[config.mk]
export PLATFORM = sky130hd
export DESIGN_NAME = rr_arbiter8
export DESIGN_NICKNAME = d
export VERILOG_FILES = /design/src/rtl/rr_arbiter8_pkg.sv /design/src/rtl/rr_arbiter8_pick8.sv /design/src/rtl/rr_arbiter8.sv
export SDC_FILE = /design/constraint.sdc
export NUM_CORES = 1
export LEC_CHECK = 0
export BUFFER_PORTS_ARGS = -buffer_cell sky130_fd_sc_hd__buf_4
export CAP_MARGIN = 20
export CORE_MARGIN = 5
export CORE_UTILIZATION = 60
export CTS_BUF_LIST = sky130_fd_sc_hd__clkbuf_4 sky130_fd_sc_hd__clkbuf_8
export CTS_CLUSTER_DIAMETER = 80
export DETAILED_ROUTE_END_ITERATION = 8
export GPL_TIMING_DRIVEN = 0
export PLACE_DENSITY = 0.82
export SYNTH_ARGS = -nofsm -noshare
export SYNTH_HDL_FRONTEND = slang
export SYNTH_SLANG_ARGS = --single-unit
export TNS_END_PERCENT = 20
[constraint.sdc]
create_clock -name clk -period 11.18 [get_ports clk]
set_input_delay 2.236 -clock clk [delete_from_list [all_inputs] [get_ports clk]]
set_output_delay 2.236 -clock clk [all_outputs]
set_load 0.01 [all_outputs]
[src/rtl/rr_arbiter8_pkg.sv]
// Shared constants and state encoding for the 8-way round-robin arbiter.
package rr_arbiter8_pkg;

  localparam int N_REQ = 8;
  localparam int IDX_W = 3;

  typedef enum logic {
    ST_IDLE  = 1'b0,
    ST_GRANT = 1'b1
  } state_t;

endpackage

[src/rtl/rr_arbiter8_pick8.sv]
// Combinational round-robin picker: the search starts just above ptr and wraps,
// done as rotate, lowest-set-bit encode, rotate back.
module rr_pick8
  import rr_arbiter8_pkg::*;
(
  input  logic [N_REQ-1:0] req,
  input  logic [IDX_W-1:0] ptr,
  output logic [N_REQ-1:0] winner,
  output logic [IDX_W-1:0] idx,
  output logic             any
);

  logic [IDX_W-1:0]   start;
  logic [2*N_REQ-1:0] dbl;
  logic [N_REQ-1:0]   rot;
  logic [IDX_W-1:0]   rot_idx;

  assign start = ptr + 3'd1;
  assign dbl   = {req, req} >> start;
  assign rot   = dbl[N_REQ-1:0];
  assign any   = |req;

  always_comb begin
    rot_idx = '0;
    for (int i = N_REQ - 1; i >= 0; i--) begin
      if (rot[i]) rot_idx = i[IDX_W-1:0];
    end
  end

  assign idx    = rot_idx + start;
  assign winner = any ? (8'b1 << idx) : '0;

endmodule

[src/rtl/rr_arbiter8.sv]
// Round-robin arbiter for 8 requesters with bounded grant tenure; all outputs
// are registered, and a release hands the grant straight to the next winner.
module rr_arbiter8
  import rr_arbiter8_pkg::*;
#(
  parameter int MAX_HOLD = 16
) (
  input  logic             clk,
  input  logic             rst_n,
  input  logic             arb_en,
  input  logic [N_REQ-1:0] req,
  output logic [N_REQ-1:0] grant,
  output logic [IDX_W-1:0] grant_idx,
  output logic             grant_valid,
  output logic             hold_expired
);

  localparam logic [7:0] HOLD_LAST = 8'(MAX_HOLD - 1);

  state_t           state_reg, state_next;
  logic [IDX_W-1:0] ptr_reg, ptr_next;
  logic [7:0]       hold_reg, hold_next;
  logic [N_REQ-1:0] grant_reg, grant_next;
  logic [IDX_W-1:0] idx_reg, idx_next;
  logic             valid_reg;
  logic             expired_reg, expired_next;

  logic [IDX_W-1:0] pick_ptr;
  logic [N_REQ-1:0] pick_winner;
  logic [IDX_W-1:0] pick_idx;
  logic             pick_any;
  logic             owner_req;
  logic             expire;

  // While granted, search as if the owner were the pointer so it ends up lowest.
  assign pick_ptr = (state_reg == ST_GRANT) ? idx_reg : ptr_reg;

  rr_pick8 u_pick (
    .req    (req),
    .ptr    (pick_ptr),
    .winner (pick_winner),
    .idx    (pick_idx),
    .any    (pick_any)
  );

  assign owner_req = req[idx_reg];
  assign expire    = owner_req && (hold_reg == HOLD_LAST);

  always_comb begin
    state_next   = state_reg;
    ptr_next     = ptr_reg;
    hold_next    = hold_reg;
    grant_next   = grant_reg;
    idx_next     = idx_reg;
    expired_next = 1'b0;
    case (state_reg)
      ST_IDLE: begin
        if (arb_en && pick_any) begin
          state_next = ST_GRANT;
          grant_next = pick_winner;
          idx_next   = pick_idx;
          hold_next  = '0;
        end
      end
      ST_GRANT: begin
        if (!owner_req || expire) begin
          ptr_next     = idx_reg;
          expired_next = expire;
          if (arb_en && pick_any) begin
            grant_next = pick_winner;
            idx_next   = pick_idx;
            hold_next  = '0;
          end else begin
            state_next = ST_IDLE;
            grant_next = '0;
            idx_next   = '0;
            hold_next  = '0;
          end
        end else begin
          hold_next = hold_reg + 8'd1;
        end
      end
      default: state_next = ST_IDLE;
    endcase
  end

  always_ff @(posedge clk or negedge rst_n) begin
    if (!rst_n) begin
      state_reg   <= ST_IDLE;
      ptr_reg     <= 3'd7;
      hold_reg    <= '0;
      grant_reg   <= '0;
      idx_reg     <= '0;
      valid_reg   <= 1'b0;
      expired_reg <= 1'b0;
    end else begin
      state_reg   <= state_next;
      ptr_reg     <= ptr_next;
      hold_reg    <= hold_next;
      grant_reg   <= grant_next;
      idx_reg     <= idx_next;
      valid_reg   <= |grant_next;
      expired_reg <= expired_next;
    end
  end

  assign grant        = grant_reg;
  assign grant_idx    = idx_reg;
  assign grant_valid  = valid_reg;
  assign hold_expired = expired_reg;

endmodule

# --- Word-level counts from Yosys, hierarchy flattened ---
# Index checks and enable logic that the tools add are counted.
# Widths: inputs -> output; s select.
op_classes:
  n_shift: 2
  order_cmp: 1
  eq_ne: 3
  n_bitwise: 1
  reduce_logical: 8
  mux: 28
  n_addsub: 3
ops:
  columns: ["operator", "n"]
  rows:
  - ["$mux 8", 6]
  - ["$mux 3", 12]
  - ["$pmux 8 s2", 2]
  - ["$reduce_or 8->1", 2]
  - ["$shr 16x3->8", 1]
  - ["$add 8x1->8 const B", 1]
  - ["$eq 8x4->1 const B", 1]
  - ["$shl 1x3->8 const A", 1]
  - ["$pmux 3 s2", 1]
  - ["$mux 1", 5]
  - ["$lt 3x4->1 const B", 1]
  - ["$reduce_and 2->1", 2]
  - ["$add 3x1->3 const B", 1]
  - ["$add 3x3->3", 1]
  - ["$bmux 1 s3", 1]
  - ["$logic_and 1x1->1", 2]
  - ["$ne 2x1->1 const B", 1]
  - ["$ne 2x2->1 const B", 1]
  - ["$pmux 1 s2", 1]
  - ["$logic_not 1->1", 1]
  - ["$logic_or 1x1->1", 1]
  - ["$not 1->1", 1]
totals:
  regBits: 25
  wordCells: 53

# --- Depth between registers and ports, before layout ---
# Gate-level depths: netlist of run 1.
depth:
  ltp_word: 18
  ltp_mapped: 18
  mapped_depth_nobuf: 15

# --- Modules after synthesis ---
# A second synthesis of run 1 with hierarchy kept.
hier_totals:
  hier_cells: 246
  area_unflattened_um2: 2155.8
by_module_without_submodules:
  columns: ["module", "seq_area_each_um2", "cells_each", "area_per_inst_um2", "instances"]
  rows:
  - ["rr_arbiter8", 629.4, 128, 1265.0, 1]
  - ["rr_pick8", 0.0, 118, 890.9, 1]

# --- Worst setup path before layout of run 1 ---
# Ideal clock, no wire load.
synth_path:
  kind: "input-to-reg"
  startpoint: "in req[5]"
  endpoint: "reg grant_reg[1] (netlist: grant[1])"
  path_stages: 12
  setup_time_ns: 0.128
  slack_ns: 6.376
  n_path_buf: 0
  arrival_ns: 4.677
  cell_sequence: "mux2_1 mux4_2 o21ai_1 a31oi_1 a21boi_1 ha_1 inv_1 fa_1 xnor2_1 and4b_1 o21ai_1 nand3_1"
synth_via:
  elab_chain_len: 15
synth_rtl:
  columns: ["item", "line_no", "rtl"]
  rows:
  - ["start, declared", "rr_arbiter8.sv:11", "input logic [N_REQ-1:0] req,"]
  - ["$shr 16x3->8", "rr_arbiter8_pick8.sv:19", "assign dbl = {req, req} >> start;"]
  - ["$mux 3 (8 in series)", "rr_arbiter8_pick8.sv:26", "if (rot[i]) rot_idx = i[IDX_W-1:0];"]
  - ["$add 3x3->3", "rr_arbiter8_pick8.sv:30", "assign idx = rot_idx + start;"]
  - ["$shl 1x3->8", "rr_arbiter8_pick8.sv:31", "assign winner = any ? (8'b1 << idx) : '0;"]
  - ["$mux 8", "rr_arbiter8_pick8.sv:31", null]
  - ["$mux 8", "rr_arbiter8.sv:69", "if (arb_en && pick_any) begin"]
  - ["$mux 8", "rr_arbiter8.sv:66", "if (!owner_req || expire) begin"]
  - ["$pmux 8 s2 *", "rr_arbiter8.sv:56", "case (state_reg)"]
  - ["named net grant_next[1]", "rr_arbiter8.sv:23", "logic [N_REQ-1:0] grant_reg, grant_next;"]
  - ["end signal, assigned", "rr_arbiter8.sv:100", "grant_reg <= grant_next;"]
  - ["end, declared", "rr_arbiter8.sv:23", null]
# The timed path passes the listed nets; every way through them passes the cells marked *. The select of a mux whose other input is x is not followed.
# A chain may end at the register's enable or synchronous reset.

# --- Worst setup path in the final report of run 1 ---
layout_path:
  startpoint: "in req[2]"
  endpoint: "reg grant_reg[5] (netlist: grant[5])"
# Same word-level chain as after synthesis.

==> impl_results.md, run 1 <==
- Outcome: finished, final reports clean
- Seq. cell area: 629 µm²
- Root buffer cell: clkbuf_4
- Gr usage total: 20.1%
- Sink Count: 25
- Initial Util: 63.3%
- Slew Viols, Final: 0
- Vias per cell: 6.20
- EDFF count, synth: 0
- Total power: 718 µW
- Fin Hold WS: 0.502 ns
- PwrDens: 326 nW/µm²
- WL final: 3980 µm
- Synth Cell Area: 1950 µm²
- Final setup vio count: 0
- Post-cts hold buffer count: 0
- Simple-gate share of the synthesized area: 21.8%
- Die height: 67.0 µm
- XOR/XNOR Fraction of Synth Area: 2.57%
- RSZ-0062 raised after global routing: no
- Avg Synthesized Cell Area: 10.7 µm²
- CP arrival: 5.15 ns
- Logic pwr share: 75.7%
- FF+latch count, synth: 25
- LEAKAGE: 1.03 nW
- Power share of the clock group: 5.7%
- Worst min path class: flip-flop to flip-flop
- Global route overflow: 0
- Cell variety after synth: 49
- Clk buf depth: 2
- Layout Nets: 225
- Worst clock skew: 0.00965 ns
- Setup bufs post-CTS: 0
- NetSw: 337 µW
- Antenna viol nets, final: 0
- First drt pass iteration count: 4
- GPL Wtd Cong: 0.926
- Relative slew slack: 55.1%
- Yosys warns: 0
- DR iter-0 viols: 113
- CTS resizes: 0
- CP required: 11.39 ns
- Sw Share: 46.9%
- Flop pwr share: 18.6%
- Largest net degree at the start of global routing: 26
- # diodes: 0
- Drt wl/cell: 15.7 µm
- Mapped Cells: 182
- Core area: 3080 µm²
- Die width: 67.0 µm
- Register area share after synthesis: 32.3%
- Crit path capture type: flip-flop
- Synth Area in Compound Gates: 10.0%
- # rows: 20
- I/O pin count: 24
- Crit-path max FO: 10
- Area of the multi-input gates: 1240 µm²
- Primary FF master, synth: dfrtp_1
- Tmin final: 4.94 ns
- DRC Markers: 0
- Worst-Skew Late Latency: 0.32 ns
- Synthesized Nets: 197
- H-tree Lvls: 1
- Vias in the first global route: 1561
- Die area: 4490 µm²
- CP Launch Type: primary input
- Ratio of cells with drive above 1 in the final layout: 26.3%
- Final core occ: 71.6%
- Num CTS Buffers: 3
- Worst slew pin tran: 0.669 ns
- CTS tree: done
- Async set-reset flop share out of synthesis: 100%
- IO Port Bufs: 23
- Via count: 1568
- Global-route wire length before repair: 6960 µm
- Main combinational cell family by area after synthesis: multiplexers
- Layout area overhead: 13.1%
- Max cap viols: 0
- HPWL after detailed placement: 3120 µm
- Max Fclk: 0.202 GHz
- Int Pwr: 381 µW
- Antenna violations before repair: 0
- # fillers: 237
- Period utilization: 44.2%
- Worst IR Drop VDD: 213 µV
- Post-Synth Adder-Cell Area: 2.95%
- Kind of critical path: primary input to flip-flop
- CTS clk-pin slew, worst paths: 0.14 ns
- Final TNS setup: 0 ns
- Multiplexer share of the synthesized area: 26.2%
- Final hold vios: 0
[cells in the mapped netlist (2+ instances only)]
cell       n  area [µm²]
buf_6      2        22.5
a21o_1     2        15.0
nand2_1   24        90.1
mux4_2     6         135
a31oi_1    2        12.5
a22o_1     2        17.5
dfstp_2    3        78.8
nor2b_1    2        12.5
mux4_1     6         158
nor2_1     6        22.5
or4_1      2        15.0
inv_1      4        15.0
nand3_1   19        95.1
and3_1     4        25.0
mux2_2     5        56.3
o31ai_1    2        15.0
and4b_1    3        30.0
nor4bb_1   2        20.0
ha_1       3        37.5
and4_1     2        17.5
mux2_1     4        45.0
o21ai_1   10        50.1
nor4_1     3        18.8
dfrtp_1   22         551
o21ai_0   11        55.1
mux2i_1    8        80.1
[stage by stage]
stage	worst slack, ns	cells	instance area, µm²
2_1_floorplan	6.38	182	1950
3_3_place_gp	6.04	249	2180
3_5_place_dp	5.96	249	2180
4_1_cts	6.28	253	2200
5_1_grt	6.03	253	2200
6_report	6.24	253	2200
[metal layers]
layer	vias up	global-route usage [%]	part of all wire, %
li1	756	-	-
met1	769	25.9	45
met2	39	36.0	50
met3	4	3.04	4.4
met4	0	3.29	0.63
met5	-	0	0
[power groups by stage]
stage               logic [mW]  registers, mW  clock network [mW]
finish                   0.543          0.134              0.0409
global route             0.601          0.137              0.0463
CTS                      0.542          0.134              0.0412
detailed placement       0.537          0.136                   0
global placement         0.516          0.134                   0
floorplan                0.430          0.136                   0
[layout make-up]
cell class,instances,share of cell area [%]
Clock inverter,1,0.227
Multi-Input combinational cell,146,56.2
Clock buffer,3,1.02
Timing Repair Buffer,23,7.84
Sequential cell,25,28.6
Inverter,4,0.681
Tap cell,44,2.50
Buffer,7,3.01
[worst max-delay path: stages]
cell and delay, ns:
buf_4 0.10, mux2i_1 0.12, mux4_1 0.65, o21ai_1 0.17, a31oi_1 0.09, a21boi_1 0.16, ha_1 0.16, inv_1 0.05
fa_1 0.38, xnor2_1 0.57, and4b_1 0.29, nand3_1 0.09, nand3_1 0.07
[kinds of logic (layout without fill, tap and decap cells)]
| group | count (synthesis) | in the layout |
|---|---|---|
| compound gates | 33 | 33 |
| xor+xnor | 4 | 4 |
| fa+ha+maj | 4 | 4 |
| buf+inv | 11 | 38 |
| flops | 25 | 25 |
| mux | 31 | 31 |
| simple gates | 74 | 74 |
[final timing paths]
kind	start	endpoint	slack [ns]	depth (start not counted)
max	req[2]	grant[5]$_DFF_PN0_	6.24	13
min	hold_reg[7]$_DFFE_PN0P_	hold_reg[7]$_DFFE_PN0P_	0.50	1
max reg2reg	state_reg$_DFF_PN0_	grant[5]$_DFF_PN0_	6.51	17
min reg2reg	hold_reg[7]$_DFFE_PN0P_	hold_reg[7]$_DFFE_PN0P_	0.50	1
max in group asynchronous	rst_n	ptr_reg[2]$_DFFE_PN1P_	9.10	1
min in group asynchronous	rst_n	hold_reg[6]$_DFFE_PN0P_	1.78	1
[cell usage in the layout, fill, tap and decap left out, drive strengths merged, types with 4 or more instances in the layout]
cell    synthesis  layout
mux2            9       9
mux2i          10      10
nand2          25      25
clkbuf          2       5
nor2            6       6
inv             4       4
o21ai          21      21
and3            4       4
dfrtp          22      22
mux4           12      12
nand3          20      20
buf             4      27
Power figures use the tool's default switching activity.
==> run 2: changes to the inputs <==
--- a/config.mk
+++ b/config.mk
@@ -8,12 +8,12 @@
 export BUFFER_PORTS_ARGS = -buffer_cell sky130_fd_sc_hd__buf_4
 export CAP_MARGIN = 20
 export CORE_MARGIN = 5
-export CORE_UTILIZATION = 60
+export CORE_UTILIZATION = 54
 export CTS_BUF_LIST = sky130_fd_sc_hd__clkbuf_4 sky130_fd_sc_hd__clkbuf_8
 export CTS_CLUSTER_DIAMETER = 80
 export DETAILED_ROUTE_END_ITERATION = 8
 export GPL_TIMING_DRIVEN = 0
-export PLACE_DENSITY = 0.82
+export PLACE_DENSITY = 0.78
 export SYNTH_ARGS = -nofsm -noshare
 export SYNTH_HDL_FRONTEND = slang
 export SYNTH_SLANG_ARGS = --single-unit
==> constraint.sdc (replaced) <==
create_clock -name clk -period 4 [get_ports clk]
set_input_delay 0.8 -clock clk [delete_from_list [all_inputs] [get_ports clk]]
set_output_delay 0.8 -clock clk [all_outputs]
set_load 0.01 [all_outputs]
==> run 2 against run 1 <==
Setup slack got worse by 6.2 ns. Die area rose by 9.4%. Wire length rose by 23%. Worst hold slack got worse by 0.15 ns. Sequential share of layout area fell by 2.8 points. Critical path depth rose by 6. Final cell count rose by 7.5%. First-iteration DRC count rose by 19%. Critical path type is now flip-flop to flip-flop.
==> impl_results.md, run 2 (synthesis gave the netlist of run 1 again) <==
- Outcome: finished, final reports clean
- I/O pin count: 24 (unchanged)
- # diodes: 0 (unchanged)
- RSZ-0062 raised after global routing: yes
- Die width: 70.1 µm (+4.6%)
- Die height: 70.1 µm (+4.6%)
- Gr usage total: 19.5% (-0.57 points)
- Critical path's top delay family: adder cells
- Final core occ: 71.4% (-0.16 points)
- CP required: 4.22 ns (-7.17 ns)
- Max cap viols: 0 (unchanged)
- Global-route wire length before repair: 7830 µm (+13%)
- Global route overflow: 0 (unchanged)
- CP most frequent cell: buf_6
- WL final: 4890 µm (+23%)
- Worst clock skew: 0.00880 ns (-0.000846 ns)
- Vias in the first global route: 1695 (+8.6%)
- First drt pass iteration count: 4 (unchanged)
- Max Fclk: 0.253 GHz
- Commonest non-fill, non-tap cells in the layout: 37 x buf_4, 24 x nand2_1, 22 x dfrtp_1, 19 x nand3_1, 11 x o21ai_0
- Initial Util: 57.0% (-6.3 points)
- Pre-CTS setup slack: -0.430 ns (-6.39 ns)
- Worst path max stage delay: 0.51 ns (-0.14 ns)
- Root buffer cell: clkbuf_4
- Crit-path max FO: 6 (-4)
- Worst-Skew Late Latency: 0.32 ns (about the same)
- Worst min path class: primary input to async pin
- Slew Viols, Final: 0 (unchanged)
- Sink Count: 25 (unchanged)
- Clk buf depth: 2 (unchanged)
- Via count: 1708 (+8.9%)
- Num CTS Buffers: 3 (unchanged)
- Worst Path Buf+Inv: 6 (+4)
- Post-cts hold buffer count: 0 (unchanged)
- Max stage delay cell, worst path: mux4_2
- Largest net degree at the start of global routing: 26 (unchanged)
- HPWL after detailed placement: 3420 µm (+9.9%)
- Die area: 4910 µm² (+9.4%)
- Period utilization: 99.0%
- Antenna viol nets, final: 0 (unchanged)
- Layout area overhead: 25.2%
- Worst-path cell chain: buf_6, mux2i_4, buf_12, inv_4, ha_4, xnor2_4, buf_6, mux4_2, o21ai_1, a31oi_1, a21boi_1, ha_2, inv_2, fa_2, buf_6, xnor2_4, and4b_1, o21ai_1, nand3_1
- GPL Wtd Cong: 0.913 (-1.4%)
- CP arrival: 4.18 ns (-0.97 ns)
- Ratio of cells with drive above 1 in the final layout: 37.2% (+11 points)
- CTS clk-pin slew, worst paths: 0.14 ns (about the same)
- Final TNS setup: 0 ns (unchanged)
- CTS tree: done
- Most common cell after layout, fill and taps aside: buf_4
- DR iter-0 viols: 134 (+19%)
- Drt wl/cell: 18.0 µm (+14%)
- Final setup margin: 0.0417 ns (-6.20 ns)
- Relative slew slack: 65.3% (+10 points)
- CP Launch Type: flip-flop
- H-tree Lvls: 1 (unchanged)
- Vias per cell: 6.28 (+1.3%)
- DRC Markers: 0 (unchanged)
- IO Port Bufs: 23 (unchanged)
- Final setup vio count: 0 (unchanged)
- Kind of critical path: flip-flop to flip-flop
- Layout Nets: 242 (+7.6%)
- Final hold vios: 0 (unchanged)
- Tmin final: 3.96 ns
- Antenna violations before repair: 0 (unchanged)
- # rows: 21 (+5.0%)
- Worst slew pin tran: 0.519 ns (-0.150 ns)
- Core area: 3420 µm² (+11%)
- Crit path capture type: flip-flop
[run 2: worst paths after layout]
check                      depth (start not counted)  slack (ns)                       to                    start
max in group asynchronous                          1        3.34   ptr_reg[0]$_DFFE_PN1P_                    rst_n
setup reg to reg                                  19        0.04       grant[1]$_DFF_PN0_      state_reg$_DFF_PN0_
hold / removal                                     1        0.35       grant[2]$_DFF_PN0_                    rst_n
hold reg to reg                                    1        0.51  hold_reg[3]$_DFFE_PN0P_  hold_reg[3]$_DFFE_PN0P_
min in group clk                                   1        0.51  hold_reg[3]$_DFFE_PN0P_  hold_reg[3]$_DFFE_PN0P_
setup / recovery                                  19        0.04       grant[1]$_DFF_PN0_      state_reg$_DFF_PN0_
[run 2: layer usage]
layer	wire length, µm	vias up	global-route usage (%)
met2	2610	66	33.8
met1	1960	838	24.5
met4	88	0	5.53
met3	241	12	4.16
li1	-	792	-
met5	0	-	0
[run 2: what timing repair did]
action                     in CTS  in global routing
hold endpoints to repair        0                  0
gates resized for setup         8                 10
buffers inserted                6                 11
gates cloned                    1                  0
pin swaps                       2                 14
setup endpoints to repair      10                  9
[run 2: per-stage QoR]
step | instances | hold slack [ns] | area, µm²
floorplan | 182 | 0.447 | 1960
global placement | 251 | 0.479 | 2190
detailed placement | 251 | 0.479 | 2190
CTS | 261 | 0.359 | 2320
global route | 272 | 0.351 | 2440
finish | 272 | 0.351 | 2440
[run 2: final cells by class]
class	count	area (µm²)
multi-input combinational	147	1340
clock buffer	4	30.0
tap	46	57.6
inverter	4	17.5
fill	246	976
sequential	25	629
buffer	6	56.3
timing repair buffer	40	312
Power of run 2 is not shown: default switching activity piles up to over one toggle a cycle in this logic, so the estimate is an artifact.
==> run 3: changes to the inputs <==
--- a/config.mk
+++ b/config.mk
@@ -8,13 +8,14 @@
 export BUFFER_PORTS_ARGS = -buffer_cell sky130_fd_sc_hd__buf_4
 export CAP_MARGIN = 20
 export CORE_MARGIN = 5
-export CORE_UTILIZATION = 54
+export CORE_UTILIZATION = 55
 export CTS_BUF_LIST = sky130_fd_sc_hd__clkbuf_4 sky130_fd_sc_hd__clkbuf_8
 export CTS_CLUSTER_DIAMETER = 80
 export DETAILED_ROUTE_END_ITERATION = 8
 export GPL_TIMING_DRIVEN = 0
-export PLACE_DENSITY = 0.78
+export PLACE_DENSITY = 0.79
 export SYNTH_ARGS = -nofsm -noshare
 export SYNTH_HDL_FRONTEND = slang
+export SYNTH_HIERARCHICAL = 1
 export SYNTH_SLANG_ARGS = --single-unit
 export TNS_END_PERCENT = 20
==> run 3 against run 2 <==
Register-to-register slack got worse by 0.66 ns. Synthesized area grew 11%. Highest routed layer unchanged. Flip-flop and latch count unchanged. Clock skew about the same. Fmax shrank 14%. Synthesized cell count is 35% higher. Wire length is 22% higher. First-iteration DRC count is 140% higher. Sequential share of layout area fell by 3.0 points. Critical path depth increased by 2. Setup slack lost 0.66 ns. Critical path type unchanged. The flow now finishes with violations (setup timing).
==> impl_results.md, run 3 <==
- Outcome: finished with violations
- Failing checks: setup timing
- Worst reg2reg endpoint: grant_valid$_DFF_PN0_
- Cell Area, Placed: 2450 µm² (+12%)
- Crit path capture type: flip-flop
- Top cell type's share of synthesized area: 25.5% (-2.7 points)
- Worst path max stage delay: 0.49 ns (-0.02 ns)
- Ratio of cells with drive above 1 in the final layout: 36.3% (-0.84 points)
- # diodes: 0 (unchanged)
- Synth Cell Area: 2160 µm² (+11%)
- Final setup vio count: 10 (+10)
- Synthesized Nets: 261 (+32%)
- Core area: 3720 µm² (+8.8%)
- Num CTS Buffers: 3 (unchanged)
- Post-route cell area: 2760 µm² (+13%)
- Relative slew slack: 51.0% (-14 points)
- CP Launch Type: flip-flop
- Global route overflow: 0 (unchanged)
- First drt pass iteration count: 5 (+1)
- Avg Synthesized Cell Area: 8.76 µm² (-18%)
- Vias per cell: 6.53 (+4.0%)
- Most frequent cells after synthesis: 31 x nand2_1, 22 x dfrtp_1, 17 x o21ai_0, 15 x a21oi_1, 15 x nor2_1
- Root buffer cell: clkbuf_8
- Layout area overhead: 28.1%
- Drt wl/cell: 17.7 µm (-1.5%)
- Area leader, netlist: dfrtp_1
- GPL Wtd Cong: 0.925 (+1.3%)
- WL final: 5980 µm (+22%)
- Crit-path max FO: 7 (+1)
- Max cap viols: 0 (unchanged)
- Yosys warns: 6 (+6)
- CP required: 4.16 ns (-0.06 ns)
- Tmin final: 4.62 ns (+0.663 ns)
- H-tree Lvls: 1 (unchanged)
- Die height: 72.6 µm (+3.6%)
- CP arrival: 4.78 ns (+0.60 ns)
- Max Fclk: 0.216 GHz (-14%)
- CTS tree: done
- Register area share after synthesis: 29.2% (-3.1 points)
- Final hold vios: 0 (unchanged)
- # rows: 22 (+4.8%)
- Worst reg2reg setup slack: -0.62 ns (-0.66 ns)
- Most common cell after layout, fill and taps aside: buf_4
- Post-cts hold buffer count: 0 (unchanged)
- RSZ-0062 raised after global routing: yes
- Clk buf depth: 2 (unchanged)
- I/O pin count: 24 (unchanged)
- Area contributors post-synth: dfrtp_1 26%, nand2_1 5.4%, mux4_2 5.2%
- Via count: 2200 (+29%)
- Commonest non-fill, non-tap cells in the layout: 42 x buf_4, 31 x nand2_1, 21 x dfrtp_1, 17 x o21ai_0, 13 x a21oi_1
- Cell variety after synth: 60 (+22%)
- Kind of critical path: flip-flop to flip-flop
- IO Port Bufs: 23 (unchanged)
- Max stage delay cell, worst path: or4_1
- FF+latch count, synth: 25 (unchanged)
- Count leader, synth: nand2_1
- HPWL after detailed placement: 4060 µm (+19%)
- Die width: 72.6 µm (+3.6%)
- Antenna violations before repair: 0 (unchanged)
- DRC Markers: 0 (unchanged)
- Largest net degree at the start of global routing: 26 (unchanged)
- Async set-reset flop share out of synthesis: 100% (unchanged)
- Slew Viols, Final: 0 (unchanged)
- Sink Count: 25 (unchanged)
- Die area: 5270 µm² (+7.4%)
- RR Startpoint: state_reg$_DFF_PN0_
- Worst Setup EP: grant_valid$_DFF_PN0_
- Mapped Cells: 246 (+35%)
- Worst-path cell chain: mux2_4, ha_4, buf_8, buf_8, mux2i_4, nand2_1, o21a_1, or4_1, o221ai_2, ha_2, inv_2, fa_2, xnor2_2, and4_4, o21ba_4, nor4_4, nor2_2, a21oi_2, o2bb2ai_2, a211oi_2, nand2_1
- Vias in the first global route: 2135 (+26%)
- Worst clock skew: 0.00844 ns (-0.000364 ns)
- Period utilization: 116% (+17 points)
- Layout Nets: 305 (+26%)
- CTS clk-pin slew, worst paths: 0.09 ns (-0.05 ns)
- Gr usage total: 23.2% (+3.7 points)
- Worst slew pin tran: 0.725 ns (+0.206 ns)
- DR iter-0 viols: 320 (+140%)
- Worst-Skew Late Latency: 0.27 ns (-0.05 ns)
- CP startpoint: state_reg$_DFF_PN0_
- Antenna viol nets, final: 0 (unchanged)
- Global-route wire length before repair: 9940 µm (+27%)
- Worst Reg-to-Reg Cells: 21 (+2)
- # fillers: 267 (+8.5%)
- Initial Util: 58.0% (+0.98 points)
- EDFF count, synth: 0 (unchanged)
- Primary FF master, synth: dfrtp_1
- Worst min path class: primary input to async pin
- Final setup margin: -0.621 ns (-0.663 ns)
run 3: cell types whose count changed in the layout (fill, tap and decap cells not counted), sizes merged, moves of 5 or more:
cell | previous run | this run
a21oi | 1 | 15
nor3 | 0 | 14
nand3 | 20 | 8
nor2 | 6 | 15
a221o | 0 | 8
mux2i | 10 | 2
buf | 44 | 50
mux4 | 12 | 6
nand2 | 25 | 31
o211ai | 1 | 6
or2 | 0 | 5
run 3: cell type report:
cell class / count / area (µm²) / area share [%]
multi-input combinational: 198 / 1570 / 56.8
sequential: 25 / 631 / 22.8
timing repair buffer: 42 / 335 / 12.1
buffer: 14 / 91.3 / 3.31
tap: 48 / 60.1 / 2.17
clock buffer: 4 / 48.8 / 1.77
inverter: 6 / 26.3 / 0.951
run 3: through the flow:
step | utilization (%) | worst slack [ns] | hold WS, ns | TNS (ns) | std cells
global placement | 66.0 | -0.893 | 0.475 | -4.29 | 317
global route | 74.3 | -0.853 | 0.434 | -4.64 | 337
floorplan | - | -0.516 | 0.447 | -1.44 | 246
detailed placement | 66.0 | -0.979 | 0.473 | -4.82 | 317
CTS | 73.1 | -0.748 | 0.423 | -3.60 | 337
finish | 74.3 | -0.621 | 0.413 | -2.63 | 337
run 3: routing by layer:
layer / global-route usage, % / up-vias / part of all wire (%)
met5: 0 / - / 0
met4: 5.53 / 0 / 0.27
met3: 5.10 / 4 / 7.9
met2: 37.5 / 117 / 48
met1: 31.8 / 1055 / 44
li1: - / 1024 / -
run 3: logic make-up after synthesis:
| kind of cell | Yosys count | share of synthesized area [%] |
|---|---|---|
| adder cells (fa/ha/maj) | 4 | 2.67 |
| flip-flops | 25 | 29.2 |
| XOR/XNOR | 3 | 1.57 |
| multiplexers | 15 | 11.0 |
| AO/OA/AOI/OAI | 76 | 26.1 |
| buffers and inverters | 23 | 5.22 |
| AND/OR/NAND/NOR | 100 | 24.3 |
run 3: worst min path at each step:
stage | startpoint | to | cells after the start
4_1_cts | rst_n | grant[6]$_DFF_PN0_ | 1
3_5_place_dp | hold_reg[7]$_DFFE_PN0P_ | hold_reg[7]$_DFFE_PN0P_ | 1
5_1_grt | rst_n | grant[6]$_DFF_PN0_ | 1
3_3_place_gp | hold_reg[7]$_DFFE_PN0P_ | hold_reg[7]$_DFFE_PN0P_ | 1
6_report | rst_n | grant[6]$_DFF_PN0_ | 1
2_1_floorplan | hold_reg[7]$_DFFE_PN0P_ | hold_reg[7]$_DFFE_PN0P_ | 1
run 3: worst max-delay path, delay by kind of cell, from the launching register on:
kind	cells	cell delay, ns
buffers and inverters	3	0.29
muxes	2	0.56
and+or+nand+nor	6	1.25
DFF	1	0.47
adders and majority gates	3	0.89
AOI/OAI and AO/OA	6	0.86
xor gates and xnor gates	1	0.17
run 3: what timing repair did:
item                       4_1_cts  5_1_grt
resized for setup               17       16
cloned                           1        0
setup endpoints to repair       10       10
setup buffers                   16        2
pin swaps                       14        9
Power of run 3 is left out for the same reason.
